File: src/rtl/macro_15_pad_alu_resp.sv
// macro_15 dual-ALU pad responder: synchronises the operand/opcode word from
// the upper pads, waits until it has been stable long enough, then drives two
// registered 4-bit ALU results plus status back onto the lower pads.
module macro_15_pad_alu_resp #(
    parameter int unsigned STABLE_CYCLES = 4,   // legal 1..255
    parameter int unsigned SYNC_STAGES   = 2    // legal 2..3
) (
    input  logic        wb_clk_i,
    input  logic        resetb,
    input  logic [37:0] io_in,
    output logic [37:0] io_out,
    output logic [37:0] io_oeb
);

    localparam int unsigned W_IO   = 38;
    localparam int unsigned W_WORD = 20;
    localparam int unsigned W_CNT  = 8;
    localparam int unsigned W_RES  = 5;
    localparam int unsigned W_FRM  = 2;

    localparam logic [W_IO-1:0]  OEB_MAP  = 38'h3F_FFFC_000E;
    localparam logic [W_CNT:0]   STABLE_N = (W_CNT+1)'(STABLE_CYCLES);
    localparam logic [W_CNT-1:0] CNT_MAX  = '1;

    typedef enum logic [1:0] {
        ST_IDLE    = 2'd0,
        ST_SETTLE  = 2'd1,
        ST_COMPUTE = 2'd2,
        ST_HOLD    = 2'd3
    } state_t;

    // One ALU lane: ADD with carry, SUB with borrow, AND, XOR
    function automatic logic [W_RES-1:0] lane_alu(
        input logic [3:0] a,
        input logic [3:0] b,
        input logic [1:0] sel
    );
        logic [W_RES-1:0] res;
        case (sel)
            2'b00:   res = {1'b0, a} + {1'b0, b};
            2'b01:   res = {(a < b), 4'(a - b)};
            2'b10:   res = {1'b0, a & b};
            default: res = {1'b0, a ^ b};
        endcase
        return res;
    endfunction

    logic [W_WORD-1:0] r_sync [SYNC_STAGES];
    logic [W_WORD-1:0] r_cand;
    logic [W_CNT-1:0]  r_cnt;
    state_t            r_state;
    logic [W_RES-1:0]  r_r0;
    logic [W_RES-1:0]  r_r1;
    logic              r_z0;
    logic              r_z1;
    logic [W_FRM-1:0]  r_frm;
    logic              r_valid;

    logic [W_WORD-1:0] w_s;
    logic              w_same;
    logic [W_CNT:0]    w_cnt_inc;
    logic              w_settled;
    logic [W_RES-1:0]  w_r0;
    logic [W_RES-1:0]  w_r1;
    logic              w_unused_io;

    // Pad bits [17:0] are outputs or unused inputs on this macro
    assign w_unused_io = ^io_in[17:0];

    // Input word synchroniser
    always_ff @(posedge wb_clk_i or negedge resetb) begin
        if (!resetb) begin
            for (int unsigned i = 0; i < SYNC_STAGES; i++) begin
                r_sync[i] <= '0;
            end
        end else begin
            r_sync[0] <= io_in[37:18];
            for (int unsigned i = 1; i < SYNC_STAGES; i++) begin
                r_sync[i] <= r_sync[i-1];
            end
        end
    end

    assign w_s       = r_sync[SYNC_STAGES-1];
    assign w_same    = (w_s == r_cand);
    // Count includes the sample being compared this cycle
    assign w_cnt_inc = {1'b0, r_cnt} + (W_CNT+1)'(1);
    assign w_settled = (w_cnt_inc >= STABLE_N);

    // Lane 0: A0=[3:0] B0=[7:4] SEL1=[17:16]; lane 1: A1=[11:8] B1=[15:12] SEL2=[19:18]
    assign w_r0 = lane_alu(r_cand[3:0],  r_cand[7:4],   r_cand[17:16]);
    assign w_r1 = lane_alu(r_cand[11:8], r_cand[15:12], r_cand[19:18]);

    // Settle / compute / hold sequencer with registered pad outputs
    always_ff @(posedge wb_clk_i or negedge resetb) begin
        if (!resetb) begin
            r_state <= ST_IDLE;
            r_cand  <= '0;
            r_cnt   <= '0;
            r_r0    <= '0;
            r_r1    <= '0;
            r_z0    <= 1'b0;
            r_z1    <= 1'b0;
            r_frm   <= '0;
            r_valid <= 1'b0;
        end else begin
            case (r_state)
                ST_IDLE: begin
                    r_cand  <= w_s;
                    r_cnt   <= W_CNT'(1);
                    r_state <= ST_SETTLE;
                end
                ST_SETTLE: begin
                    if (w_same) begin
                        if (r_cnt != CNT_MAX) begin
                            r_cnt <= r_cnt + W_CNT'(1);
                        end
                        if (w_settled) begin
                            r_state <= ST_COMPUTE;
                        end
                    end else begin
                        r_cand <= w_s;
                        r_cnt  <= W_CNT'(1);
                        // A single fresh sample already satisfies a depth of one
                        if (STABLE_CYCLES <= 1) begin
                            r_state <= ST_COMPUTE;
                        end
                    end
                end
                ST_COMPUTE: begin
                    r_r0    <= w_r0;
                    r_r1    <= w_r1;
                    r_z0    <= (w_r0 == '0);
                    r_z1    <= (w_r1 == '0);
                    r_frm   <= r_frm + W_FRM'(1);
                    r_valid <= 1'b1;
                    r_state <= ST_HOLD;
                end
                ST_HOLD: begin
                    if (!w_same) begin
                        r_cand  <= w_s;
                        r_cnt   <= W_CNT'(1);
                        r_valid <= 1'b0;
                        r_state <= ST_SETTLE;
                    end
                end
                default: begin
                    r_state <= ST_IDLE;
                end
            endcase
        end
    end

    assign io_out = {20'b0, r_frm, r_z1, r_z0, r_r1, r_r0, 3'b000, r_valid};
    assign io_oeb = OEB_MAP;

endmodule

File: config.mk
export PLATFORM = sky130hd
export DESIGN_NAME = macro_15_pad_alu_resp
export DESIGN_NICKNAME = d
export VERILOG_FILES = /design/src/rtl/macro_15_pad_alu_resp.sv
export SDC_FILE = /design/constraint.sdc
export NUM_CORES = 1
export LEC_CHECK = 0
export CAP_MARGIN = 20
export CELL_PAD_IN_SITES_DETAIL_PLACEMENT = 1
export CELL_PAD_IN_SITES_GLOBAL_PLACEMENT = 1
export CORE_MARGIN = 8
export CORE_UTILIZATION = 33
export DETAILED_ROUTE_END_ITERATION = 8
export PLACE_DENSITY = 0.78
export SLEW_MARGIN = 5
export SYNTH_ARGS = -nofsm -noshare
export SYNTH_HDL_FRONTEND = slang
export SYNTH_SLANG_ARGS = --single-unit
File: constraint.sdc
create_clock -name wb_clk_i -period 5.52 [get_ports wb_clk_i]
set_clock_uncertainty 0.2 [all_clocks]
set_input_delay 0.828 -clock wb_clk_i [delete_from_list [all_inputs] [get_ports wb_clk_i]]
set_output_delay 0.828 -clock wb_clk_i [all_outputs]
set_load 0.02 [all_outputs]
==> results_dict.tcl, run 1 <==
set metrics [dict create \
    ys_types 61 \
    grt_start_max_net_pins 86 \
    critPathKind "flip-flop to flip-flop" \
    cp_slowest_cell "ha_1" \
    cts_tree "done" \
    antenna-diode-count 0 \
    yosys-top-cells-count "85 x dfrtp_1, 64 x buf_4, 24 x inv_1" \
    ys_warn_count 0 \
    io_pins 116 \
    grt_pass1_vias 3181 \
    grt_use_total 0.108 \
    area_growth_pct 12.6 \
    die-area_um2 18200 \
    drc_errors 0 \
    die_x_um 135 \
    path_common_cell "inv_1" \
    path_max_fanout 23 \
    cts_htree_levels 3 \
    max_stage_delay_ns 0.78 \
    holdBufCountCts 0 \
    fin_util 0.379 \
    postLayoutCellArea_um2 5240 \
    final_nets 509 \
    max_freq_mhz 348 \
    path_cells "inv_1 -> ha_1 -> inv_1 -> or4b_1 -> o32ai_1" \
    drt_wl_total_mm 9.81 \
    hpwl_mm 7.13 \
    synthArstFlopShare 1.00 \
    vias 2949 \
    seq_area_frac_synth 0.457 \
    cts_buffers 9 \
    status "finished clean" \
    clk_pin_slew_ns 0.06 \
    die_y_um 135 \
    overflow 0 \
    yosysMostFrequentCell "dfrtp_1" \
    grt_pass1_wl_mm 15.9 \
    crit_path_end_kind "flip-flop" \
    synth-seq-cells 85 \
    rsz0062_at_grt "no" \
    setup_viol 0 \
    synth.area.top_cells "dfrtp_1 46%, buf_4 10%, mux2_4 6.5%, ha_1 5.6%, xor2_1 4.1%" \
    antenna_found_initial 0 \
    io_buffers 36 \
    start_util 0.336 \
    post-cts-setup-buffer-count 0 \
    dr.pass1.iters 4 \
    maxSlewHeadroom 0.385 \
    maxCapViolations 0 \
    gp_congestion 0.829 \
    timing.final.crit_period_ns 2.87 \
    synth-edff-count 0 \
    leakage_uw 0.00244 \
    placed_area_um2 4900 \
    syn_area_per_cell_um2 11.2 \
    hold_class "flip-flop to flip-flop" \
    cts.sinks 85 \
    drt_iter0_drc 92 \
    insertion_delay_ns 0.34 \
    core_area_um2 13800 \
    maxSlewViolCount 0 \
    tns_ns 0 \
    pwr_density_cell_nw_per_um2 275 \
    row_count 43 \
    ys.flop_type "dfrtp_1" \
    avgRoutedWirePerCell_um 15.6 \
    worstPathRequired_ns 5.56 \
    startpoint_type "flip-flop" \
    cts.path.max_buffers 2 \
    ant_nets 0 \
    yosys.area.top_type_share 0.457 \
    ctsRootBufferMaster "clkbuf_16" \
    hold_viol_final 0 \
    synthCells 416 \
    tightest_slew_ns 0.923 \
    ir_drop_mv 0.228 \
    cts-resized-gates 0 \
    arrival_ns 2.91 \
    syn_area_um2 4650 \
    via_per_inst 4.69 \
    fin_crit_sh 0.520 \
    drive_gt1_frac 0.120 \
    synth_top_area_cell "dfrtp_1" \
]
-- routing by layer --
layer,share of wire,global-route usage
met5,0,0
met4,0.017,0.0480
met3,0.056,0.0227
met2,0.53,0.199
met1,0.39,0.116
-- power breakdown --
group | switching (uW) | leakage (uW) | total (uW) | internal (uW)
Sequential | 22.9 | 0.00104 | 668 | 645
Combinational | 97.4 | 0.00124 | 157 | 59.9
Clock | 240 | 0.000156 | 616 | 376
-- through the flow --
| step | setup WS, ns | hold WS (ns) | instances | total power [uW] |
|---|---|---|---|---|
| final | 2.65 | 0.149 | 629 | 1440 |
| after global routing | 2.46 | 0.153 | 629 | 1500 |
| after CTS | 2.62 | 0.150 | 628 | 1460 |
| after detailed placement | 2.63 | 0.136 | 612 | 833 |
| after global placement | 2.71 | 0.131 | 612 | 822 |
| after floorplan | 3.01 | 0.131 | 475 | 814 |
-- final timing paths --
path                                  from          to  slack [ns]  depth (start not counted)
max in group asynchronous           resetb    r_cnt[2]        4.35                          2
worst min-delay path            r_sync[37]     w_s[17]        0.15                          0
worst min register to register  r_sync[37]     w_s[17]        0.15                          0
min in group asynchronous           resetb  r_sync[37]        0.17                          1
worst max register to register  r_state[0]        r_z0        2.65                          5
worst max-delay path            r_state[0]        r_z0        2.65                          5
-- critical path: cells and delay by family, from the launching register on --
| kind | cells | cell delay (ns) |
|---|---|---|
| buffers and inverters | 2 | 0.52 |
| adders and majority gates | 1 | 0.78 |
| AOI/OAI and AO/OA | 1 | 0.23 |
| and+or+nand+nor | 1 | 0.60 |
| DFF | 1 | 0.44 |
-- logic make-up after synthesis --
kind of cell             share of synthesized area
buffers and inverters                        0.144
flip-flops                                   0.457
AO/OA/AOI/OAI                                0.107
AND/OR/NAND/NOR                             0.0761
multiplexers                                0.0952
adder cells (fa/ha/maj)                     0.0737
XOR/XNOR                                    0.0452
other                                      0.00161
-- placed cells by master (no fill, tap or decap), types with 3 or more instances in the layout --
| master | synthesis | layout |
|---|---|---|
| clkbuf_16 | 0 | 9 |
| nor4_1 | 6 | 6 |
| or3_1 | 3 | 3 |
| o21ai_1 | 14 | 14 |
| dfrtp_1 | 85 | 85 |
| nand2b_1 | 3 | 3 |
| and3_1 | 4 | 4 |
| xor2_1 | 22 | 22 |
| nand2_1 | 13 | 13 |
| a31oi_1 | 3 | 3 |
| nor3_1 | 4 | 4 |
| mux2i_1 | 3 | 3 |
| conb_1 | 2 | 61 |
| mux2_4 | 20 | 20 |
| fa_1 | 4 | 4 |
| clkdlybuf4s50_1 | 0 | 35 |
| nor2_1 | 16 | 16 |
| inv_1 | 24 | 24 |
| o21ai_0 | 5 | 5 |
| o21a_1 | 4 | 4 |
| mux2_2 | 6 | 6 |
| o22ai_1 | 3 | 3 |
| a21o_1 | 3 | 3 |
| a211oi_1 | 3 | 3 |
| nand4_1 | 4 | 4 |
| a22o_1 | 3 | 3 |
| a21oi_1 | 20 | 19 |
| ha_1 | 21 | 21 |
-- cell type report --
cell class	count	area, um2
tap	180	225
inverter	28	105
fill	1534	8590
clock inverter	5	57.6
multi-input combinational	282	2080
sequential	85	2130
timing repair buffer	38	393
clock buffer	11	253
-- sequential cells by signal, summed over array words and instances, names as in the netlist --
register,flops
r_frm,2
r_sync,20
r_valid,1
r_z1,1
r_z0,1
r_r0,5
w_s,20
r_cand,20
r_cnt,8
r_r1,5
r_state,2
Note: power is estimated with default switching activity, not from simulation.
==> run 2, diff against run 1 <==
==> constraint.sdc (replaced) <==
create_clock -name wb_clk_i -period 3 [get_ports wb_clk_i]
set_clock_uncertainty 0.2 [all_clocks]
set_input_delay 0.45 -clock wb_clk_i [delete_from_list [all_inputs] [get_ports wb_clk_i]]
set_output_delay 0.45 -clock wb_clk_i [all_outputs]
set_load 0.02 [all_outputs]
==> run 2 against run 1 <==
Effect of this change:
- sequential share of layout area down 0.21 points
- die area unchanged
- first-iteration DRC count down 6.5%
- clock power up 85%
- worst setup slack worse by 2.3 ns
- critical path type unchanged
- largest cell class unchanged
==> results_dict.tcl, run 2 (same netlist as run 1, synthesis figures left out) <==
set metrics [dict create \
    hold_end "w_s[12]" \
    holdBufCountCts 1 \
    drc_errors 0 \
    fin_crit_sh 0.896 \
    die_x_um 135 \
    cts-resized-gates 0 \
    clk_pin_slew_ns 0.06 \
    gp_congestion 0.820 \
    timing.final.crit_period_ns 2.69 \
    seq_area_um2 2130 \
    startpoint_type "flip-flop" \
    cts.path.max_buffers 2 \
    max_freq_mhz 372 \
    drt_iter0_drc 86 \
    cts_buffers 9 \
    worstPathRequired_ns 3.03 \
    setup_ws_ns 0.312 \
    ir_drop_mv 0.394 \
    core_area_um2 13800 \
    final_cell_mix "85 x dfrtp_1, 61 x conb_1, 35 x clkdlybuf4s50_1" \
    final_nets 513 \
    rsz0062_at_grt "no" \
    avgRoutedWirePerCell_um 15.8 \
    r2r_cells 7 \
    row_count 43 \
    grt_pass1_vias 3308 \
    whs_path_depth 0 \
    path_max_fanout 4 \
    hpwl_mm 7.31 \
    maxCapViolations 0 \
    max_stage_delay_ns 0.50 \
    fillerInstances 1531 \
    die-area_um2 18200 \
    critPathKind "flip-flop to flip-flop" \
    grt_use_total 0.112 \
    tns_ns 0 \
    overflow 0 \
    post-cts-setup-buffer-count 0 \
    drive_gt1_frac 0.124 \
    dp_slack_ns 0.331 \
    regToRegSetupSlack_ns 0.31 \
    maxSlewViolCount 0 \
    vias 3003 \
    antenna-diode-count 0 \
    grt_pass1_wl_mm 16.4 \
    dr.pass1.iters 4 \
    multi_input_area_um2 2080 \
    ant_nets 0 \
    layout_commonest_cell "dfrtp_1" \
    r2r_end "r_z0" \
    drt_wl_total_mm 10.0 \
    cts.sinks 85 \
    crit_path_end_kind "flip-flop" \
    die_y_um 135 \
    start_util 0.336 \
    io_buffers 36 \
    cp_slowest_cell "or4b_1" \
    antenna_found_initial 0 \
    insertion_delay_ns 0.34 \
    r2r-start "r_cand[0]" \
    cts_tree "done" \
    io_pins 116 \
    min_from "r_sync[32]" \
    leakage_uw 0.00245 \
    grt_start_max_net_pins 86 \
    ctsRootBufferMaster "clkbuf_16" \
    setup_viol 0 \
    path_cells "inv_1 -> ha_1 -> inv_2 -> fa_1 -> mux4_2 -> or4b_1 -> o32ai_1" \
    via_per_inst 4.74 \
    area_growth_pct 13.2 \
    pwr_density_cell_nw_per_um2 505 \
    status "finished clean" \
    cts_htree_levels 3 \
    hold_class "flip-flop to flip-flop" \
    hold_viol_final 0 \
    arrival_ns 2.72 \
]
[run 2: worst max-delay path by stage]
stage | start | endpoint | depth (start not counted)
after floorplan | r_cand[0] | r_z0 | 7
after detailed placement | r_cand[0] | r_z0 | 7
after global routing | r_cand[0] | r_z0 | 7
final | r_cand[0] | r_z0 | 7
after global placement | r_cand[0] | r_z0 | 7
after CTS | r_cand[0] | r_z0 | 7
[run 2: metal layers]
layer	vias up	global-route usage	wire length, um
li1	1371	-	-
met3	22	0.0215	523
met5	-	0	0
met2	84	0.211	5410
met4	0	0.0561	317
met1	1526	0.116	3740
[run 2: cell type report]
type,instances,area share
Sequential cell,85,0.404
Multi-Input combinational cell,282,0.395
Timing Repair Buffer,42,0.0793
Clock buffer,12,0.0487
Tap cell,180,0.0428
Inverter,28,0.0200
Clock inverter,4,0.0107
[run 2: through the flow]
step | hold WS, ns | total power, uW | util | area, um2 | instances
finish | 0.148 | 2660 | 0.381 | 5270 | 633
global route | 0.158 | 2780 | 0.381 | 5270 | 633
CTS | 0.151 | 2690 | 0.381 | 5270 | 633
detailed placement | 0.136 | 1540 | 0.358 | 4940 | 616
global placement | 0.131 | 1520 | 0.358 | 4940 | 616
floorplan | -0.0456 | 1500 | - | 4870 | 475
[run 2: report_power, final]
group / leakage [uW] / switching [uW] / total (uW) / internal, uW
sequential: 0.00104 / 40.1 / 1230 / 1190
clock: 0.000153 / 445 / 1140 / 695
combinational: 0.00126 / 183 / 295 / 111
[run 2: critical path: cells and delay by family, from the launching register on]
family | cells | cell delay (ns)
simple gates | 1 | 0.50
compound gates | 1 | 0.24
mux | 1 | 0.47
fa+ha+maj | 2 | 0.62
flops | 1 | 0.41
buf+inv | 2 | 0.15
==> run 3, diff against run 2 <==
--- a/config.mk
+++ b/config.mk
@@ -9,9 +9,9 @@
 export CELL_PAD_IN_SITES_DETAIL_PLACEMENT = 1
 export CELL_PAD_IN_SITES_GLOBAL_PLACEMENT = 1
 export CORE_MARGIN = 8
-export CORE_UTILIZATION = 33
+export CORE_UTILIZATION = 23
 export DETAILED_ROUTE_END_ITERATION = 8
-export PLACE_DENSITY = 0.78
+export PLACE_DENSITY = 0.61
 export SLEW_MARGIN = 5
 export SYNTH_ARGS = -nofsm -noshare
 export SYNTH_HDL_FRONTEND = slang
==> run 3 against run 2 <==
Effect of this change:
- via count fell by 2.1%
- critical endpoint unchanged
- maximum frequency barely moved
- sequential power barely moved
- critical path type unchanged
- flip-flop and latch count did not move
==> results_dict.tcl, run 3 (same netlist as run 1, synthesis figures left out) <==
set metrics [dict create \
    arrival_ns 2.72 \
    min_from "r_sync[33]" \
    maxCapViolations 0 \
    seq_area_um2 2130 \
    die_x_um 158 \
    ant_nets 0 \
    timing.final.crit_period_ns 2.68 \
    tns_ns 0 \
    tightest_slew_ns 0.788 \
    max_freq_mhz 372 \
    cts_htree_levels 3 \
    drt_iter0_drc 136 \
    vias 2939 \
    hold_end "w_s[13]" \
    drt_wl_total_mm 9.84 \
    fin_crit_sh 0.895 \
    hpwl_mm 7.47 \
    layout_commonest_cell "dfrtp_1" \
    hold_class "flip-flop to flip-flop" \
    whs_path_depth 0 \
    rsz0062_at_grt "no" \
    overflow 0 \
    regToRegSetupSlack_ns 0.32 \
    cts.path.max_buffers 2 \
    leakage_uw 0.00245 \
    grt_use_total 0.0807 \
    critPathTopFamily "adder cells" \
    cts_buffers 9 \
    final_cell_mix "85 x dfrtp_1, 61 x conb_1, 35 x clkdlybuf4s50_1" \
    drive_gt1_frac 0.133 \
    start_util 0.232 \
    io_pins 116 \
    io_buffers 36 \
    cts.sinks 85 \
    clk_pin_slew_ns 0.07 \
    path_max_fanout 4 \
    area_growth_pct 15.7 \
    insertion_delay_ns 0.34 \
    grt_pass1_wl_mm 16.0 \
    dr.pass1.iters 4 \
    grt_pass1_vias 3191 \
    startpoint "r_cand[0]" \
    ir_drop_mv 0.287 \
    ctsRootBufferMaster "clkbuf_16" \
    r2r_cells 7 \
    placed_area_um2 5090 \
    dp.cells 710 \
    final_nets 517 \
    postLayoutCellArea_um2 5380 \
    gp_congestion 0.777 \
    cp_slowest_cell "or4b_1" \
    avgRoutedWirePerCell_um 13.5 \
    fin_util 0.269 \
    drc_errors 0 \
    row_count 52 \
    maxSlewViolCount 0 \
    status "finished clean" \
    multi_input_area_um2 2080 \
    antenna-diode-count 0 \
    startpoint_type "flip-flop" \
    final_cells 727 \
    cts_tree "done" \
    fillerInstances 2301 \
    r2r-start "r_cand[0]" \
    critPathKind "flip-flop to flip-flop" \
    r2r_end "r_z0" \
    hold_viol_final 0 \
    grt_start_max_net_pins 86 \
    antenna_found_initial 0 \
    setup_viol 0 \
    die-area_um2 25000 \
    worstPathRequired_ns 3.04 \
    crit_path_end_kind "flip-flop" \
    core_area_um2 20000 \
    pwr_density_cell_nw_per_um2 478 \
    crit_buf_inv 2 \
    max_stage_delay_ns 0.53 \
    maxSlewHeadroom 0.475 \
    cts-resized-gates 0 \
    path_cells "inv_1 -> ha_1 -> inv_2 -> fa_1 -> mux4_2 -> or4b_1 -> o32ai_1" \
    via_per_inst 4.04 \
    die_y_um 158 \
]
-- run 3: cell count changes in the layout (fill, tap and decap cells not counted), sizes merged --
cell	delta
clkinvlp	+2
clkbuf	-1
buf	+4
inv	+1
clkinv	-1
bufinv	-1
-- run 3: worst max-delay path by stage --
| stage | endpoint | cells past startpoint |
|---|---|---|
| final | r_z0 | 7 |
| after global routing | r_cand[19] | 7 |
| after floorplan | r_z0 | 7 |
| after detailed placement | r_z0 | 7 |
| after global placement | r_cand[3] | 7 |
| after CTS | r_cand[19] | 7 |
-- run 3: final cells by class --
type / count / area share
inverters: 28 / 0.0195
repair buffers: 46 / 0.0832
multi-input cells: 282 / 0.386
clock inverters: 5 / 0.00627
well taps: 270 / 0.0627
flip-flops and latches: 85 / 0.395
clock buffers: 11 / 0.0469
-- run 3: per-layer routing --
metal	share of wire	vias up	track usage
met4	0.013	0	0.0296
met1	0.41	1480	0.0920
li1	-	1372	-
met5	0	-	0
met3	0.064	9	0.0183
met2	0.52	78	0.144
-- run 3: per-stage QoR --
| stage | hold slack, ns | setup slack [ns] | total power [uW] |
|---|---|---|---|
| 2_1_floorplan | -0.0456 | 0.491 | 1500 |
| 3_3_place_gp | 0.135 | 0.386 | 1530 |
| 3_5_place_dp | 0.136 | 0.305 | 1540 |
| 4_1_cts | 0.150 | 0.291 | 2620 |
| 5_1_grt | 0.158 | 0.150 | 2700 |
| 6_report | 0.145 | 0.315 | 2570 |
-- run 3: timing repair --
| item | CTS | global route |
|---|---|---|
| buffers inserted | 0 | 0 |
| hold buffers | 1 | 0 |
| hold endpoints to repair | 85 | 0 |
-- run 3: where the power goes --
part	switching, uW	leakage, uW	internal, uW
clock	448	0.000138	606
combinational	184	0.00128	114
sequential	34.7	0.00104	1190
